[src/rtl/hazard_scoreboard.sv]
// Decode-stage register scoreboard: per-register result-ready countdowns,
// load-use/long-latency stall generation and debug cycle/stall counters.
module hazard_scoreboard #(
    parameter int NB_REG_ADDR   = 5,
    parameter int REGFILE_DEPTH = 32,
    parameter int ALU_LAT       = 0,
    parameter int LOAD_LAT      = 1,
    parameter int LONG_LAT      = 4,
    parameter int NB_CNT        = 32
) (
    input  logic                     i_clock,
    input  logic                     i_reset,
    input  logic                     i_valid,
    input  logic [NB_REG_ADDR-1:0]   i_rs,
    input  logic [NB_REG_ADDR-1:0]   i_rt,
    input  logic                     i_use_rs,
    input  logic                     i_use_rt,
    input  logic                     i_issue,
    input  logic                     i_we,
    input  logic [NB_REG_ADDR-1:0]   i_rd,
    input  logic [1:0]               i_class,
    output logic                     o_stall,
    output logic [REGFILE_DEPTH-1:0] o_pending,
    output logic [NB_CNT-1:0]        o_n_clocks,
    output logic [NB_CNT-1:0]        o_n_stalls
);

    // Bits needed to hold the largest latency value (at least one).
    function automatic int lat_width(input int a, input int b, input int c);
        int m;
        int w;
        m = (a > b) ? a : b;
        m = (m > c) ? m : c;
        w = 1;
        while ((1 << w) <= m) w++;
        return w;
    endfunction

    localparam int NB_LAT = lat_width(ALU_LAT, LOAD_LAT, LONG_LAT);

    localparam logic [NB_LAT-1:0] L_ALU  = NB_LAT'(ALU_LAT);
    localparam logic [NB_LAT-1:0] L_LOAD = NB_LAT'(LOAD_LAT);
    localparam logic [NB_LAT-1:0] L_LONG = NB_LAT'(LONG_LAT);

    logic [NB_LAT-1:0]        r_cnt [REGFILE_DEPTH];
    logic [NB_CNT-1:0]        r_n_clocks;
    logic [NB_CNT-1:0]        r_n_stalls;
    logic                     w_stall;
    logic                     w_rs_busy;
    logic                     w_rt_busy;
    logic                     w_mark;
    logic [NB_LAT-1:0]        w_lat;
    logic [REGFILE_DEPTH-1:0] w_pending;

    always_comb begin
        w_rs_busy = i_use_rs && (i_rs != '0) && (r_cnt[i_rs] != '0);
        w_rt_busy = i_use_rt && (i_rt != '0) && (r_cnt[i_rt] != '0);
        w_stall   = w_rs_busy || w_rt_busy;
    end

    // Reserved class 3 behaves as ALU.
    always_comb begin
        case (i_class)
            2'd1:    w_lat = L_LOAD;
            2'd2:    w_lat = L_LONG;
            default: w_lat = L_ALU;
        endcase
    end

    // A stalled instruction never marks its destination.
    assign w_mark = i_issue && i_we && !w_stall && (i_rd != '0);

    always_comb begin
        w_pending = '0;
        for (int r = 0; r < REGFILE_DEPTH; r++) begin
            w_pending[r] = (r_cnt[r] != '0);
        end
    end

    always_ff @(posedge i_clock or negedge i_reset) begin
        if (!i_reset) begin
            for (int r = 0; r < REGFILE_DEPTH; r++) begin
                r_cnt[r] <= '0;
            end
            r_n_clocks <= '0;
            r_n_stalls <= '0;
        end else if (i_valid) begin
            for (int r = 0; r < REGFILE_DEPTH; r++) begin
                if (r_cnt[r] != '0) begin
                    r_cnt[r] <= r_cnt[r] - NB_LAT'(1);
                end
            end
            // Later assignment wins: newest write overrides the decrement.
            if (w_mark) begin
                r_cnt[i_rd] <= w_lat;
            end
            r_n_clocks <= r_n_clocks + NB_CNT'(1);
            if (w_stall) begin
                r_n_stalls <= r_n_stalls + NB_CNT'(1);
            end
        end
    end

    assign o_stall    = w_stall;
    assign o_pending  = w_pending;
    assign o_n_clocks = r_n_clocks;
    assign o_n_stalls = r_n_stalls;

endmodule

[config.mk]
export PLATFORM = sky130hd
export DESIGN_NAME = hazard_scoreboard
export DESIGN_NICKNAME = d
export VERILOG_FILES = /design/src/rtl/hazard_scoreboard.sv
export SDC_FILE = /design/constraint.sdc
export NUM_CORES = 1
export LEC_CHECK = 0
export BUFFER_PORTS_ARGS = -buffer_cell sky130_fd_sc_hd__clkbuf_2
export CAP_MARGIN = 20
export CORE_UTILIZATION = 54
export DETAILED_ROUTE_END_ITERATION = 10
export PLACE_DENSITY = 0.78
export SYNTH_ARGS = -nofsm -noshare
export SYNTH_HDL_FRONTEND = slang
export SYNTH_SLANG_ARGS = --single-unit
[constraint.sdc]
create_clock -name i_clock -period 2.55 [get_ports i_clock]
set_input_delay 0.3825 -clock i_clock [delete_from_list [all_inputs] [get_ports i_clock]]
set_output_delay 0.3825 -clock i_clock [all_outputs]
set_load 0.01 [all_outputs]
==> flow_metrics.env <==
export IMPL_seqCellArea_um2=4010
export IMPL_yosys_warnings=0
export IMPL_detail_route_antenna_nets=0
export IMPL_startpoint_type="register"
export IMPL_final_net_count=1536
export IMPL_ctsLongestPathBuffers=2
export IMPL_synthCells=1159
export IMPL_setup_slack_ns=-0.380
export IMPL_fmax_mhz=341
export IMPL_antenna_diode_count=0
export IMPL_hold_start="i_valid"
export IMPL_yosys_top_cells_count="dfrtp_1 (160), nor2_1 (103), inv_1 (98)"
export IMPL_r2r_cells=9
export IMPL_worstSetupEndpointType="output port"
export IMPL_violations="setup timing"
export IMPL_hold_end="r_cnt[64]"
export IMPL_yosys_most_used_dff="dfrtp_1"
export IMPL_area_growth_pct=33.1
export IMPL_fin_util_pct=74.4
export IMPL_synth_top_area_cell="dfrtp_1"
export IMPL_cp_arrival_ns=2.55
export IMPL_grt_use_total_pct=31.9
export IMPL_hold_violations=0
export IMPL_insertion_delay_ns=0.45
export IMPL_r2r_end="r_cnt[77]"
export IMPL_ys_seq_elements=160
export IMPL_hp_class="input pin to register"
export IMPL_finalCritPeriodShare_pct=115
export IMPL_dpl_cell_count=1663
export IMPL_wire_per_inst_um=19.3
export IMPL_fin_crit_ns=2.93
export IMPL_sw_frac_of_total_pct=41.5
export IMPL_yosysMostFrequentCell="dfrtp_1"
export IMPL_clock_power_share_pct=18.4
export IMPL_worstSetupPathType="register to output port"
export IMPL_syn_num_nets=1249
export IMPL_wl_mm=33.1
export IMPL_core_area_um2=19000
export IMPL_nFillCells=1230
export IMPL_grt_pass1_vias=10115
export IMPL_gr_total_overflow=0
export IMPL_drive_above_1_share_pct=33.9
export IMPL_outcome="finished with violations"
export IMPL_antenna_found_initial=0
export IMPL_synthTopCellsByArea="dfrtp_1 (38%), ha_1 (7.8%), nor2_1 (3.7%), nor3_1 (3.6%), o21ai_0 (3.6%)"
export IMPL_power_uw=14600
export IMPL_multi_input_area_um2=6400
export IMPL_cts_tree="built"
export IMPL_rsz0062_at_grt="yes"
export IMPL_p_leak_uw=0.00655
export IMPL_clock_tree_root_cell="clkbuf_16"
export IMPL_portBuffers=120
export IMPL_gp_congestion=0.945
export IMPL_stdcell_count=1719
export IMPL_async_reset_ff_share_pct=100
export IMPL_rows=50
export IMPL_cts_sinks=160
export IMPL_via_count=10575
export IMPL_die_w_um=142
export IMPL_viasPerCell=6.15
export IMPL_synth_edff_count=0
export IMPL_ios=121
export IMPL_p_comb_share_pct=53.3
export IMPL_clock_skew_ns=0.0164
export IMPL_holdPathStages=2
export IMPL_synth_cell_types=71
export IMPL_holdWs_ns=0.323
export IMPL_worstMarginPinSlew_ns=0.597
export IMPL_dr_pass1_iters=8
export IMPL_cp_required_ns=2.17
export IMPL_reg2reg_setup_slack_ns=-0.24
export IMPL_setup_viol=122
export IMPL_htree_levels=4
export IMPL_seq_area_frac_synth_pct=37.8
export IMPL_syn_area_um2=10600
export IMPL_r2r_start="r_cnt[54]"
export IMPL_p_per_area_nw_per_um2=1030
export IMPL_die_h_um=142
export IMPL_dieArea_um2=20200
export IMPL_grt_max_degree=113
export IMPL_initial_core_util_pct=55.9
export IMPL_slew_headroom_pct=60.2
export IMPL_first_iter_violations=1152
export IMPL_synth_area_per_cell_um2=9.14
export IMPL_switching_power_uw=6040
export IMPL_power_frac_seq_pct=28.3
export IMPL_grt_pass1_wl_mm=50.5
export IMPL_crit_fanout=3
export IMPL_ir_drop_mv=0.642
export IMPL_hpwl_mm=21.5
export IMPL_synth_top_cell_area_share_pct=37.8
export IMPL_drcViolationCount=0
export IMPL_numCtsBuffers=17
export IMPL_clkSlewWorstSetupHoldPaths_ns=0.08
export IMPL_maxCapViolCount=0
export IMPL_p_int_uw=8520
export IMPL_final_max_slew_violation_count=0
-- state kept, by name, indices dropped and copies added, names as in the netlist --
register    flops
o_n_stalls     32
o_n_clocks     32
r_cnt          96
-- worst max-delay path, stage by stage (launching register included) --
cell	delay [ns]
dfrtp_1	0.41
mux4_2	0.47
a2111o_1	0.41
o2111ai_4	0.23
and3_4	0.24
and2_4	0.17
inv_4	0.04
buf_8	0.11
-- worst max-delay path by stage --
stage,startpoint,end,depth (start not counted)
floorplan,i_rs[0],o_n_stalls[1],8
global placement,i_rt[1],r_cnt[75],10
detailed placement,i_rt[1],r_cnt[27],10
CTS,r_cnt[38],o_stall,7
global route,r_cnt[41],o_stall,7
finish,r_cnt[41],o_stall,7
-- power by group through the flow --
stage	clock network [uW]	registers [uW]	logic, uW
floorplan	0	4100	3780
global placement	0	4030	6410
detailed placement	0	4040	6690
CTS	2680	4030	6960
global route	2800	4180	8500
finish	2680	4120	7770
-- timing repair --
action,4_1_cts,5_1_grt
hold buffers,1,0
buffers inserted,12,15
setup endpoints to repair,106,125
pin swaps,18,49
hold endpoints to repair,50,0
cloned,1,1
gates resized for setup,64,162
-- per-layer routing --
metal	track usage, %	up-vias	share of wire (%)
met5	0	-	0
met4	16.7	0	4.2
met3	6.33	133	7.9
met2	50.8	535	47
met1	41.2	5119	41
li1	-	4788	-
-- cells in the final DEF, fill, tap and decap left out, types with 9 or more instances in the layout --
| master | count |
|---|---|
| buf_4 | 180 |
| dfrtp_1 | 159 |
| clkbuf_2 | 117 |
| nor2_1 | 101 |
| inv_1 | 96 |
| nor3_1 | 67 |
| ha_1 | 66 |
| nand2_1 | 62 |
| o21ai_1 | 58 |
| xnor2_1 | 39 |
| nand4_1 | 36 |
| nand3_1 | 30 |
| o21ai_2 | 27 |
| a221o_1 | 26 |
| o221ai_1 | 26 |
| xor2_1 | 24 |
| nand3b_1 | 22 |
| buf_6 | 20 |
| nor2b_1 | 19 |
| nor4_1 | 18 |
| clkbuf_16 | 18 |
| and3_1 | 16 |
| nand2b_1 | 15 |
| nor4b_1 | 15 |
| o2bb2ai_2 | 14 |
| mux2i_1 | 12 |
| mux4_2 | 10 |
| and4_1 | 10 |
| and4_4 | 10 |
| nor3_2 | 9 |
-- kinds of logic after synthesis --
kind of cell	after synthesis	share of synthesized area (%)
AO/OA/AOI/OAI	203	13.6
XOR/XNOR	63	5.21
adder cells (fa/ha/maj)	66	7.80
buffers and inverters	161	6.80
flip-flops	160	37.8
multiplexers	26	3.78
AND/OR/NAND/NOR	480	25.0
-- stage by stage --
step                      setup slack [ns]  instance area, um^2  setup TNS, ns
after floorplan                     0.0162                10600              0
after global placement              -0.459                12700         -34.44
after detailed placement            -0.486                12700         -35.00
after CTS                           -0.376                13600          -5.21
after global routing                -0.396                14100         -22.68
final                               -0.380                14100         -15.03
-- layout make-up --
cell class	instances	share of cell area, %
flip-flops and latches	160	28.4
clock buffers	17	3.02
repair buffers	328	16.8
multi-input cells	838	45.4
clock inverters	15	1.33
well taps	260	2.31
inverters	101	2.73
(Power assumes the default switching activity.)
